==> config.mk <==
export PLATFORM = sky130hd
export DESIGN_NAME = pwm_capture
export DESIGN_NICKNAME = d
export VERILOG_FILES = /design/src/rtl/pwm_capture.sv
export SDC_FILE = /design/constraint.sdc
export NUM_CORES = 1
export LEC_CHECK = 0
export BUFFER_PORTS_ARGS = -buffer_cell sky130_fd_sc_hd__buf_2
export CAP_MARGIN = 0
export CORE_MARGIN = 8
export CORE_UTILIZATION = 41
export CTS_CLUSTER_DIAMETER = 30
export CTS_CLUSTER_SIZE = 16
export DETAILED_ROUTE_END_ITERATION = 8
export PLACE_DENSITY = 0.59
export SYNTH_ARGS = -nofsm -noshare
export SYNTH_HDL_FRONTEND = slang
export SYNTH_SLANG_ARGS = --single-unit
==> constraint.sdc <==
create_clock -name clk -period 4.8 [get_ports clk]
set_input_delay 0.24 -clock clk [delete_from_list [all_inputs] [get_ports clk]]
set_output_delay 0.24 -clock clk [all_outputs]
set_load 0.02 [all_outputs]
==> src/rtl/pwm_capture.sv <==
// PWM receiver: measures high time and rise-to-rise period of pwm_in in clk cycles,
// publishing each completed period with a one-cycle valid strobe and flagging a stuck input.
module pwm_capture #(
    parameter int unsigned CNT_WIDTH = 16
) (
    input  logic                 clk,
    input  logic                 reset_n,
    input  logic                 enable,
    input  logic                 pwm_in,
    output logic [CNT_WIDTH-1:0] high_count,
    output logic [CNT_WIDTH-1:0] period_count,
    output logic                 valid,
    output logic                 stuck_high,
    output logic                 stuck_low
);

    localparam logic [CNT_WIDTH-1:0] CNT_MAX = '1;
    localparam logic [CNT_WIDTH-1:0] CNT_ONE = CNT_WIDTH'(1);

    typedef enum logic [1:0] {
        IDLE,
        ARM,
        MEASURE
    } state_t;

    state_t               state;
    state_t               state_nxt;
    logic                 s1;
    logic                 s2;
    logic                 s_prev;
    logic                 rise;
    logic [CNT_WIDTH-1:0] per_cnt;
    logic [CNT_WIDTH-1:0] hi_cnt;
    logic                 publish;
    logic                 restart;
    logic                 timeout;
    logic                 count_en;
    logic                 flag_clr;

    always_ff @(posedge clk) begin
        if (!reset_n) begin
            s1     <= 1'b0;
            s2     <= 1'b0;
            s_prev <= 1'b0;
        end else begin
            s1     <= pwm_in;
            s2     <= s1;
            s_prev <= s2;
        end
    end

    assign rise = s2 & ~s_prev;

    always_ff @(posedge clk) begin
        if (!reset_n) begin
            state <= IDLE;
        end else begin
            state <= state_nxt;
        end
    end

    always_comb begin
        state_nxt = state;
        if (!enable) begin
            state_nxt = IDLE;
        end else begin
            case (state)
                IDLE:    state_nxt = ARM;
                ARM:     if (rise) state_nxt = MEASURE;
                MEASURE: if (timeout) state_nxt = ARM;
                default: state_nxt = IDLE;
            endcase
        end
    end

    // A rise in the timeout cycle wins, so timeout is only raised when rise is low.
    always_comb begin
        publish  = 1'b0;
        restart  = 1'b0;
        timeout  = 1'b0;
        count_en = 1'b0;
        flag_clr = 1'b0;
        if (!enable) begin
            flag_clr = 1'b1;
        end else begin
            case (state)
                ARM: begin
                    restart = rise;
                end
                MEASURE: begin
                    if (rise) begin
                        publish  = 1'b1;
                        restart  = 1'b1;
                        flag_clr = 1'b1;
                    end else if (per_cnt == CNT_MAX) begin
                        timeout = 1'b1;
                    end else begin
                        count_en = 1'b1;
                    end
                end
                default: ;
            endcase
        end
    end

    // per_cnt never reaches count_en at CNT_MAX, so only hi_cnt needs its own saturation guard.
    always_ff @(posedge clk) begin
        if (!reset_n) begin
            per_cnt <= '0;
            hi_cnt  <= '0;
        end else if (restart) begin
            per_cnt <= CNT_ONE;
            hi_cnt  <= CNT_ONE;
        end else if (count_en) begin
            per_cnt <= per_cnt + CNT_ONE;
            if (s2 && (hi_cnt != CNT_MAX)) begin
                hi_cnt <= hi_cnt + CNT_ONE;
            end
        end else begin
            per_cnt <= '0;
            hi_cnt  <= '0;
        end
    end

    always_ff @(posedge clk) begin
        if (!reset_n) begin
            high_count   <= '0;
            period_count <= '0;
            valid        <= 1'b0;
            stuck_high   <= 1'b0;
            stuck_low    <= 1'b0;
        end else begin
            valid <= publish;
            if (publish) begin
                high_count   <= hi_cnt;
                period_count <= per_cnt;
            end
            if (flag_clr) begin
                stuck_high <= 1'b0;
                stuck_low  <= 1'b0;
            end else if (timeout) begin
                stuck_high <= s2;
                stuck_low  <= ~s2;
            end
        end
    end

endmodule

# == After elaboration in Yosys (flattened, before gate mapping) ==
# Index checks and enable logic that the tools add are counted.
# word_totals
regBits,72
input_bits,4
# classes
n_eq_ne,7
addsub,2
reduce_logical,6
n_mux,22
n_bitwise,5
# op_table
op,n
16-bit by 1-bit adder with 16-bit output (second input constant),2
1-bit 2-to-1 mux,18
16-bit == test (second input constant),1
16-bit != test (second input constant),1
2-bit one-hot mux with 3 select lines,1
2-bit 2-to-1 mux,2
2-bit != test (second input constant),2
1-bit inverter,4
2-bit AND reduction,2
3-bit by 2-bit != test with 1-bit output (second input constant),1
3-bit OR reduction,1
2-bit by 1-bit == test with 1-bit output (second input constant),1
2-bit == test (second input constant),1
2-bit logical NOT,1
1-bit one-hot mux with 2 select lines,1
2-bit OR reduction,1
1-bit bitwise AND,1
1-bit logical AND,1

# == Longest topological paths before layout ==
# depth
depth_word,7
depth_mapped,8

# == Worst setup path after synthesis ==
# OpenSTA, ideal clock, no wires.
# synth_path
path_kind,reg-to-reg
start,register per_cnt[0]
end,register hi_cnt[0]
synth_period_minus_slack_ns,1.776
path_stages_with_launch,8
n_path_buf,2
slack_ns,3.024
arrival_ns,1.651
path_cell_list,dfxtp_1 > ha_1 > nand4_2 > or4_4 > buf_6 > buf_8 > o2111ai_2 > nand3_1
# synth_via
elab_chain_cells,7
# synth_lines
element,line,source
from (decl),32,logic [CNT_WIDTH-1:0] per_cnt;
from (signal assigned),115,per_cnt <= per_cnt + CNT_ONE;
16-bit == test (*),95,end else if (per_cnt == CNT_MAX) begin
1-bit 2-to-1 mux (*),95,
1-bit 2-to-1 mux (*),91,if (rise) begin
1-bit 2-to-1 mux (*),86,case (state)
1-bit 2-to-1 mux (*),83,if (!enable) begin
1-bit 2-to-1 mux,114,end else if (count_en) begin
1-bit 2-to-1 mux,111,end else if (restart) begin
to (signal assigned),117,hi_cnt <= hi_cnt + CNT_ONE;
to (decl),33,logic [CNT_WIDTH-1:0] hi_cnt;
# Mark *: on every way between the ends. The rest lies on a longest branch, timed or not.
# A chain may end at the register's enable or synchronous reset.

# == Worst setup path after layout ==
# layout_path
start,register s2
end,register period_count[3]
# layout_via
elab_chain_cells,4
# layout_lines
element,line,source
from (decl),29,logic s2;
from (signal assigned),43,s2 <= 1'b0;
from (signal assigned),47,s2 <= s1;
1-bit bitwise AND,52,assign rise = s2 & ~s_prev;
1-bit 2-to-1 mux,91,
1-bit 2-to-1 mux,86,
1-bit 2-to-1 mux,83,
to (signal assigned),136,period_count <= per_cnt;
to (decl),11,"output logic [CNT_WIDTH-1:0] period_count,"
# No other way between the ends.

==> flow_summary.toml <==
[sta]
holdWs_ps = 103
rsz0062_at_grt = "false"
hold_viol = 0
setup_viol = 0
worstMarginPinSlew_ps = 1140
fin_skew_ps = 10.9
fin_ws_ps = 2330
min_period_ps = 2470
timing.final.crit_share_pct = 51.4
max_freq_mhz = 405
drv_slew = 0
setup_tns_ps = 0
timing.slew.headroom_pct = 24.0

[grt]
grt_usage_pct = 13.5
grt_max_degree = 37
grt-ovfl-total = 0
antenna_found_initial = 0
grt_pass1_wl_um = 12400
grt_pass1_vias = 2562

[floorplan]
fp-row-count = 32
die_x_um = 105
initial_core_util_pct = 41.9
core_area_um2 = 7690
die-area_um2 = 11000
die_y_um = 105
ios = 39

[power]
pwr-share-seq_pct = 54.6
swShare_pct = 22.0
power_density_nw_per_um2 = 304
design_power_total_mw = 1.10
power.clock.fraction_pct = 43.9
p_comb_share_pct = 1.6
peakVddDrop_mv = 0.143
internal_power_mw = 0.857
switching_power_mw = 0.242
leakagePower_nw = 1.23

[route]
wl_um = 7070
wl_per_cell_um = 14.1
num_vias = 2607
drc_errors = 0
dr.pass1.iters = 4
ant_nets = 0
vias_per_cell = 5.18
drtIter0Drc = 125

[synth]
ys.flop_type = "dfxtp_1"
synth_edf_count = 0
ys_warn_count = 0
yosysUniqueCellTypes = 47
yosysSeqAreaShare_pct = 44.7
syn_avg_cell_area_um2 = 8.76
ys_ff_latch = 72
synth_cells = 368
async_flop_share_pct = 0
netlist_area_um2 = 3220
syn_nets = 377

[setup_path]
cp-start-kind = "flip-flop"
rr_endpoint = "period_count[3]"
reg2regPathDepth = 4
crit-reg2reg-launch = "s2"
worstSetupEndpoint = "period_count[3]"
end_kind = "flip-flop"
cp_max_fo = 32
crit_type = "flip-flop to flip-flop"
arrival_ps = 2730
startpoint = "s2"
reg2reg_setup_slack_ps = 2330
required_ps = 5060

[layout]
fillers = 775
nets = 405
layoutNonFillerInstCount = 503
area_growth_pct = 12.0
final_cell_mix = "78 x nand2_1, 72 x dfxtp_1, 38 x buf_2, 28 x a21boi_0, 23 x nand3_1"
n_antenna_cell = 0
drive_gt1_share_pct = 16.2
final_common_cell = "nand2_1"

[run]
drv_cap = 0

[clocking]
cts_hold_buf = 0
htreeDepth = 3
post_cts_buffers = 0
cts.sinks = 72
cts_buffers = 9
cts_tree = "yes"
cts-root-buf = "clkbuf_8"
cts_buffer_depth = 2
post_cts_resized = 0
insertion_delay_ps = 340
clk_pin_slew_worst_paths_ps = 80

[placed_design]
io_buffers = 38
place_ws_ps = 2340
place_congestion = 0.783
placed_cells = 487
dp_hpwl_um = 4830

[min_path]
holdCritPathClass = "input port to flip-flop"

[status]
status = "finished clean"
[sequential cells by signal, summed over array words and instances, names as in the netlist, 2 cells and up]
| name | count |
|---|---|
| high_count | 16 |
| per_cnt | 16 |
| period_count | 16 |
| state | 2 |
| hi_cnt | 16 |
[kinds of logic (layout without fill, tap and decap cells)]
kind of cell	count (synthesis)	in the layout	share of synthesized area, %
buffers and inverters	30	63	5.12
flip-flops	72	72	44.7
XOR/XNOR	11	11	2.99
multiplexers	7	7	2.17
AND/OR/NAND/NOR	171	171	27.4
adder cells (fa/ha/maj)	5	5	1.94
AO/OA/AOI/OAI	72	72	15.7
[synth_stat cells, types with 3 or more instances]
| library cell | instances | share of area [%] |
|---|---|---|
| o31ai_1 | 5 | 1.2 |
| buf_4 | 3 | 0.70 |
| xor2_1 | 9 | 2.4 |
| nand3_1 | 23 | 3.6 |
| inv_1 | 8 | 0.93 |
| buf_2 | 6 | 0.93 |
| a21oi_1 | 15 | 2.3 |
| and4_1 | 4 | 1.1 |
| mux2i_1 | 7 | 2.2 |
| and3_1 | 3 | 0.58 |
| clkbuf_1 | 9 | 1.0 |
| ha_1 | 5 | 1.9 |
| a21boi_1 | 4 | 0.93 |
| or3_1 | 6 | 1.2 |
| o21ai_0 | 7 | 1.1 |
| nand2_1 | 78 | 9.1 |
| dfxtp_1 | 72 | 45 |
| and2_1 | 5 | 0.97 |
| nor2_1 | 13 | 1.5 |
| nand4_1 | 12 | 2.3 |
| a211oi_1 | 5 | 1.2 |
| nand3b_1 | 7 | 1.6 |
| buf_6 | 3 | 1.0 |
| or4_1 | 4 | 0.93 |
| a21boi_0 | 28 | 6.5 |
[stage by stage]
stage,instance area [um2],utilization (%)
after floorplan,3220,-
after global placement,3410,44.4
after detailed placement,3410,44.4
after CTS,3610,47.0
after global routing,3610,47.0
final,3610,47.0
[worst max-delay path: stages, from the launching register on]
cell and delay (ps):
dfxtp_1 510, nor2b_1 530, and3_1 1010, nand2_1 110
a21boi_0 220
[routing by layer]
layer	global-route usage (%)	share of wire [%]	up-vias	wire length, um
met1	18.0	53	1176	3730
li1	-	-	1359	-
met3	3.81	5.7	9	401
met4	6.63	1.8	0	128
met5	0	0	-	0
met2	19.4	40	63	2810
[how the worst min path moves through the flow]
| stage | end | cells past startpoint | start | slack [ps] |
|---|---|---|---|---|
| 6_report | s1 | 2 | pwm_in | 100 |
| 2_1_floorplan | s1 | 1 | pwm_in | 370 |
| 3_3_place_gp | s2 | 1 | s1 | 420 |
| 5_1_grt | s1 | 2 | pwm_in | 100 |
| 3_5_place_dp | s2 | 1 | s1 | 430 |
| 4_1_cts | s1 | 2 | pwm_in | 90 |
[final cells by class]
class | instances | area, um2 | share of cell area (%)
Clock inverter | 6 | 58.8 | 1.63
Inverter | 8 | 30.0 | 0.832
Multi-Input combinational cell | 266 | 1620 | 44.8
Tap cell | 102 | 128 | 3.54
Timing Repair Buffer | 39 | 198 | 5.48
Clock buffer | 10 | 138 | 3.81
Sequential cell | 72 | 1440 | 39.9
[power by group through the flow]
stage / Sequential, mW / Clock [mW] / Combinational (mW)
4_1_cts: 0.600 / 0.500 / 0.0174
6_report: 0.600 / 0.482 / 0.0170
3_3_place_gp: 0.614 / 0 / 0.0169
5_1_grt: 0.600 / 0.521 / 0.0193
2_1_floorplan: 0.613 / 0 / 0.0138
3_5_place_dp: 0.614 / 0 / 0.0175
No activity file was read; power rests on OpenSTA's default activity.
